$ cat src/rtl/shift_exec_pipe.sv
// Two-stage RV32I shift execute unit: decode + operand prep in S1, log right shifter feeding S2.
// Optional saturating handshake counters are built when SHIFT_STATS_EN is defined.
module shift_exec_pipe #(
    parameter int XLEN = 32,
    parameter int TAGW = 5
) (
    input  logic            clk,
    input  logic            rst_n,
    input  logic            flush,
    input  logic            in_valid,
    output logic            in_ready,
    input  logic [2:0]      in_funct3,
    input  logic            in_funct7b5,
    input  logic            in_use_imm,
    input  logic [XLEN-1:0] in_rs1,
    input  logic [XLEN-1:0] in_rs2,
    input  logic [4:0]      in_imm,
    input  logic [TAGW-1:0] in_tag,
    output logic            out_valid,
    input  logic            out_ready,
    output logic [XLEN-1:0] out_result,
    output logic [TAGW-1:0] out_tag,
    output logic            out_illegal,
    output logic [15:0]     stat_ops,
    output logic [15:0]     stat_illegal
);

    localparam int SHW = 5;

    typedef enum logic [1:0] {
        OP_SLL = 2'd0,
        OP_SRL = 2'd1,
        OP_SRA = 2'd2,
        OP_ILL = 2'd3
    } op_e;

    function automatic logic [XLEN-1:0] rev(input logic [XLEN-1:0] v);
        logic [XLEN-1:0] r;
        for (int i = 0; i < XLEN; i++) begin
            r[i] = v[XLEN-1-i];
        end
        return r;
    endfunction

    // Only the low five bits of rs2 carry the shift amount.
    logic unused_rs2;
    assign unused_rs2 = ^in_rs2[XLEN-1:SHW];

    op_e             dec_op;
    logic            dec_ill;
    logic [SHW-1:0]  dec_shamt;
    logic [XLEN-1:0] dec_opnd;

    always_comb begin
        // NOTE: every output gets a default first so no path can infer a latch.
        dec_op  = OP_ILL;
        dec_ill = 1'b1;
        if (in_funct3 == 3'b001 && !in_funct7b5) begin
            dec_op  = OP_SLL;
            dec_ill = 1'b0;
        end else if (in_funct3 == 3'b101) begin
            dec_op  = in_funct7b5 ? OP_SRA : OP_SRL;
            dec_ill = 1'b0;
        end
        dec_shamt = in_use_imm ? in_imm : in_rs2[SHW-1:0];
        // SLL rides the right shifter on a bit-reversed operand.
        dec_opnd  = (dec_op == OP_SLL) ? rev(in_rs1) : in_rs1;
    end

    logic            s1_valid;
    op_e             s1_op;
    logic [SHW-1:0]  s1_shamt;
    logic [XLEN-1:0] s1_opnd;
    logic [TAGW-1:0] s1_tag;
    logic            s1_ill;

    logic            s2_valid;
    logic            s2_adv;

    assign s2_adv   = s1_valid && (!s2_valid || out_ready);
    assign in_ready = !flush && (!s1_valid || s2_adv);

    // NOTE: pipeline data registers are reset too, so out_* read as zero out of reset.
    always_ff @(posedge clk or negedge rst_n) begin
        if (!rst_n) begin
            s1_valid <= 1'b0;
            s1_op    <= OP_ILL;
            s1_shamt <= '0;
            s1_opnd  <= '0;
            s1_tag   <= '0;
            s1_ill   <= 1'b0;
        end else if (flush) begin
            s1_valid <= 1'b0;
        end else if (in_ready) begin
            // NOTE: non-blocking assignments so every flop samples pre-edge values.
            s1_valid <= in_valid;
            if (in_valid) begin
                s1_op    <= dec_op;
                s1_shamt <= dec_shamt;
                s1_opnd  <= dec_opnd;
                s1_tag   <= in_tag;
                s1_ill   <= dec_ill;
            end
        end
    end

    // Logarithmic right shifter: level g shifts by 2**g when shamt[g] is set.
    logic [SHW:0][XLEN-1:0] lvl;
    logic                   fill;
    logic [XLEN-1:0]        s1_result;

    assign fill   = (s1_op == OP_SRA) && s1_opnd[XLEN-1];
    assign lvl[0] = s1_opnd;

    for (genvar g = 0; g < SHW; g++) begin : g_shift
        localparam int D = 1 << g;
        assign lvl[g+1] = s1_shamt[g] ? {{D{fill}}, lvl[g][XLEN-1:D]} : lvl[g];
    end

    assign s1_result = s1_ill             ? '0
                     : (s1_op == OP_SLL)  ? rev(lvl[SHW])
                     :                      lvl[SHW];

    always_ff @(posedge clk or negedge rst_n) begin
        if (!rst_n) begin
            s2_valid    <= 1'b0;
            out_result  <= '0;
            out_tag     <= '0;
            out_illegal <= 1'b0;
        end else if (flush) begin
            s2_valid <= 1'b0;
        end else if (s2_adv) begin
            s2_valid    <= 1'b1;
            out_result  <= s1_result;
            out_tag     <= s1_tag;
            out_illegal <= s1_ill;
        end else if (out_ready) begin
            s2_valid <= 1'b0;
        end
    end

    assign out_valid = s2_valid;

`ifdef SHIFT_STATS_EN
    logic        out_fire;
    logic [15:0] ops_q;
    logic [15:0] ill_q;

    // flush outranks the output handshake, so a flushed result is never counted.
    assign out_fire = s2_valid && out_ready && !flush;

    always_ff @(posedge clk or negedge rst_n) begin
        if (!rst_n) begin
            ops_q <= '0;
            ill_q <= '0;
        end else if (out_fire) begin
            if (ops_q != 16'hFFFF) ops_q <= ops_q + 16'd1;
            if (out_illegal && ill_q != 16'hFFFF) ill_q <= ill_q + 16'd1;
        end
    end

    assign stat_ops     = ops_q;
    assign stat_illegal = ill_q;
`else
    assign stat_ops     = '0;
    assign stat_illegal = '0;
`endif

endmodule

$ cat config.mk
export PLATFORM = sky130hd
export DESIGN_NAME = shift_exec_pipe
export DESIGN_NICKNAME = d
export VERILOG_FILES = /design/src/rtl/shift_exec_pipe.sv
export SDC_FILE = /design/constraint.sdc
export NUM_CORES = 1
export LEC_CHECK = 0
export ABC_CLOCK_PERIOD_IN_PS = 5000
export BUFFER_PORTS_ARGS = -buffer_cell sky130_fd_sc_hd__buf_2
export CELL_PAD_IN_SITES_DETAIL_PLACEMENT = 1
export CELL_PAD_IN_SITES_GLOBAL_PLACEMENT = 1
export CORE_ASPECT_RATIO = 0.9
export CORE_MARGIN = 5
export CORE_UTILIZATION = 35
export DETAILED_ROUTE_END_ITERATION = 8
export PLACE_DENSITY_LB_ADDON = 0.1
export REMOVE_ABC_BUFFERS = 1
export SKIP_CTS_REPAIR_TIMING = 1
export SLEW_MARGIN = 20
export SYNTH_ARGS = -nofsm -noshare
export SYNTH_HDL_FRONTEND = slang
export SYNTH_SLANG_ARGS = --single-unit
$ cat constraint.sdc
create_clock -name clk -period 5 [get_ports clk]
set_clock_uncertainty 0.05 [all_clocks]
set_input_delay 1.5 -clock clk [delete_from_list [all_inputs] [get_ports clk]]
set_output_delay 1.5 -clock clk [all_outputs]
set_load 0.01 [all_outputs]
# Yosys cells after proc, flatten, opt, wreduce, memory -nomap -nowiden
# Cells that the tools add are included.
# totals
ff_bits	85
out_inout_bits	72
input_bits	84
elab_cells	49
# classes
mux	19
n_eq_ne	3
n_bitwise	1
reduce_logical	16
# ops
operator	count
$mux 32	8
$mux 1	7
$mux 2	3
$mux 5	1
$logic_and 1x1->1	4
$logic_not 1->1	4
$logic_not 2->1	2
$eq 3x1->1 const B	1
$eq 3x3->1 const B	1
$reduce_and 3->1	1
$reduce_bool 3->1	1
$eq 2x2->1 const B	1
$logic_or 1x1->1	2
$reduce_and 2->1	1
$reduce_bool 2->1	1
$not 1->1	1

# Longest topological paths before layout
# logic_depth
word_depth	9
mapped_depth	9
mapped_depth_nobuf	5

# Worst setup path after synthesis
# No wires, ideal clock.
# synth_timing
kind	input to output
from	input port out_ready
to	output port in_ready
cell_stages	2
required_ns	3.450
t_arrival_ns	1.874
setup_slack_ns	1.576
path_buffers	0
cell_sequence	nor2b_1 a21oi_1
# synth_between
elab_chain_len	4
# synth_rtl
item	line_no	rtl
start, declared	20	input logic out_ready,
$logic_or 1x1->1	80	assign s2_adv = s1_valid && (!s2_valid || out_ready);
$logic_and 1x1->1	80	
$logic_or 1x1->1	81	assign in_ready = !flush && (!s1_valid || s2_adv);
$logic_and 1x1->1	81	
end, declared	11	output logic in_ready,
# Every way passes these cells.

# Worst setup path after layout
# Same ends and word-level chain as after synthesis.

==> out/metrics.yaml <==
tritoncts: "done"
critical_path_peak_fanout: 4
netlist_instances: 672
worstPathRequired_ns: 3.45
class_of_the_most_critical_hold_timing_path: "flop to flop"
initial_core_util: 0.357
fillerInstances: 2125
async_flop_share: 1.00
yosysUniqueCellTypes: 77
synth_most_common_cell: "nand2_1"
ys_top_cells_by_count: "nand2_1, dfrtp_1, mux2i_1"
maxCapViolations: 0
synth_seq_cells: 85
number_of_global_route_vias_before_repair: 5884
preCtsSetupSlack_ns: 1.23
grt_setup_unrepaired: "no"
clkTransAtPathRegs_ns: 0.06
post_synth.cell_area_avg_um2: 9.79
report.final.hold_viol_count: 0
ios: 156
timing.hold.worst_endpoint: "out_result[23]"
final_wl_mm: 22.2
final_design_area_no_fill_mm2: 0.00740
cts.path.max_buffers: 2
finalWorstSetupSlack_ns: 1.22
antenna_cells_inserted: 0
floorplan.core_area_mm2: 0.0184
cellLeakagePower_nw: 3.14
power.internal_w: 0.00175
worstMarginPinSlew_ns: 0.887
min_from: "out_result[23]"
grt_first_pass_wirelength_mm: 34.8
max-slew-margin-rel: 0.408
gp_congestion: 0.908
holdWs_ns: 0.428
htree_levels: 3
layout-drive-gt1-share: 0.276
detail_route.first_pass.iterations: 5
hpwl_mm: 16.4
drt-initial-drc-count: 349
p_sw_w: 0.00112
irDropWorstVdd_mv: 0.153
die-height_um: 140
maxClockFrequency_ghz: 0.264
r2r_cells: 6
post_synth_instance_area_mm2: 0.00658
min_delay_path_depth: 2
outcome: "completed"
yosysTopAreaCellShare: 0.316
clock_insertion_delay_worst_skew_ns: 0.36
dieWidth_um: 154
ant_nets: 0
post_synth_edffs: 0
vias: 5705
dieArea_mm2: 0.0216
worst_ep_arrival_time_ns: 2.23
final_min_period_over_clock_period: 0.757
cts_root_buffer: "clkbuf_16"
ys_top_cells_by_area: "dfrtp_1, mux4_2, mux2i_1, nand2_1, mux2_2"
grt_usage: 0.205
clock_power_share: 0.261
finalSetupViolations: 0
synth_top_cell_by_area: "dfrtp_1"
area_delta_synth_final_pct: 12.5
power_density_mw_per_mm2: 388
startpoint_type_of_the_worst_setup_path: "input port"
share_seq_of_total_power: 0.347
antenna_found_initial: 0
drv_slew: 0
post-route-min-period_ns: 3.78
regToRegStartpoint: "s1_shamt[1]"
layout.nets: 817
synth_top_flop_cell: "dfrtp_1"
post_dp_cell_area_mm2: 0.00707
sequential_fraction_of_the_synthesis_area: 0.324
path_class: "input port to output port"
grt.overflow.total: 0
timing.critical_path.to_type: "output port"
route.detailed.vias_per_inst: 5.80
post_drt_wl_per_cell_um: 22.6
rrSetupSlack_ns: 1.83
comb_power_share: 0.392
grt_max_degree: 61
clock-sinks: 85
yosysWarningCount: 0
drc: 0
power.share.switching: 0.390
share_of_the_core_filled_with_cells_in_the_final_layout: 0.402
tritoncts.num_buffers: 9
floorplan.rows: 47
endpoint_of_the_most_critical_register_to_register_path: "out_result[3]"
placement.io_buffers: 96
## cells in the final DEF, fill, tap and decap left out, types with 3 or more instances in the layout
| master | Yosys | final |
|---|---|---|
| dfrtp_1 | 83 | 81 |
| nor3_2 | 1 | 3 |
| o2111ai_1 | 3 | 3 |
| and3_1 | 4 | 4 |
| a32o_1 | 3 | 3 |
| o22ai_1 | 11 | 11 |
| a211o_1 | 3 | 3 |
| a31oi_1 | 3 | 3 |
| conb_1 | 1 | 32 |
| buf_2 | 16 | 95 |
| a311oi_1 | 3 | 3 |
| or2_2 | 3 | 3 |
| a22oi_1 | 13 | 13 |
| mux2_2 | 24 | 24 |
| buf_4 | 34 | 12 |
| nand2_1 | 96 | 95 |
| nand3_1 | 6 | 6 |
| mux2i_1 | 60 | 60 |
| nor2_1 | 33 | 33 |
| a21oi_1 | 20 | 20 |
| o221ai_1 | 11 | 11 |
| nor3_1 | 9 | 7 |
| nor2b_1 | 9 | 9 |
| o211ai_1 | 4 | 4 |
| nand2b_1 | 10 | 10 |
| a221o_1 | 4 | 4 |
| o21ai_0 | 50 | 50 |
| mux4_2 | 37 | 37 |
| inv_1 | 3 | 3 |
| inv_6 | 0 | 3 |
| a211oi_1 | 7 | 7 |
| o22a_1 | 3 | 3 |
| a21o_1 | 3 | 3 |
| clkbuf_16 | 0 | 9 |
| o21ai_1 | 11 | 11 |
| mux2_1 | 3 | 3 |
## sequential cells by signal, summed over array words and instances (netlist names)
signal / count
s1_valid: 1
s1_opnd: 32
s1_shamt: 5
out_valid: 1
out_tag: 5
s1_ill: 1
s1_op: 2
out_illegal: 1
out_result: 32
s1_tag: 5
## worst max-delay path, cell delays in order
cell     delay [ns]
buf_2          0.10
nor2b_1        0.31
a21oi_1        0.16
buf_2          0.17
## through the flow
| stage | std cells | TNS, ns | power, W |
|---|---|---|---|
| floorplan | 614 | -15.22 | 0.00169 |
| global placement | 967 | 0 | 0.00209 |
| detailed placement | 967 | 0 | 0.00212 |
| CTS | 983 | 0 | 0.00289 |
| global route | 983 | 0 | 0.00303 |
| finish | 983 | 0 | 0.00287 |
## cell type report
class / count / area, um^2 / area share
multi-input cells: 525 / 4030 / 0.545
flip-flops and latches: 85 / 2130 / 0.288
repair buffers: 108 / 586 / 0.0791
well taps: 245 / 307 / 0.0414
clock buffers: 9 / 225 / 0.0304
clock inverters: 7 / 103 / 0.0139
inverters: 4 / 15.0 / 0.00203
## power by group through the flow
stage	Sequential, W	Combinational [W]	Clock [W]
after CTS	0.000994	0.00112	0.000776
after global routing	0.00102	0.00122	0.000797
final	0.000996	0.00113	0.000749
after detailed placement	0.00101	0.00112	0
after floorplan	0.00103	0.000665	0
after global placement	0.000997	0.00110	0
## logic make-up (layout without fill, tap and decap cells)
logic type      Yosys count  in the layout  share of synthesized area
compound gates          175            175                      0.183
xor+xnor                  1              1                    0.00133
buf+inv                  93            128                     0.0826
flops                    85             85                      0.324
mux                     128            128                      0.278
other cells               1             32                   0.000570
simple gates            189            189                      0.131
## metal layers
| metal | global-route usage | vias up | part of all wire |
|---|---|---|---|
| met5 | 0 | - | 0 |
| met4 | 0.0483 | 0 | 0.012 |
| met3 | 0.0324 | 16 | 0.055 |
| met2 | 0.330 | 176 | 0.47 |
| met1 | 0.291 | 2924 | 0.46 |
| li1 | - | 2589 | - |
## how the worst max path moves through the flow
stage,start,to,depth (start not counted)
floorplan,in_funct3[1],s1_opnd[0],4
global placement,out_ready,in_ready,4
detailed placement,out_ready,in_ready,4
CTS,out_ready,in_ready,4
global route,out_ready,in_ready,4
finish,out_ready,in_ready,4
Note: power is estimated with default switching activity, not from simulation.
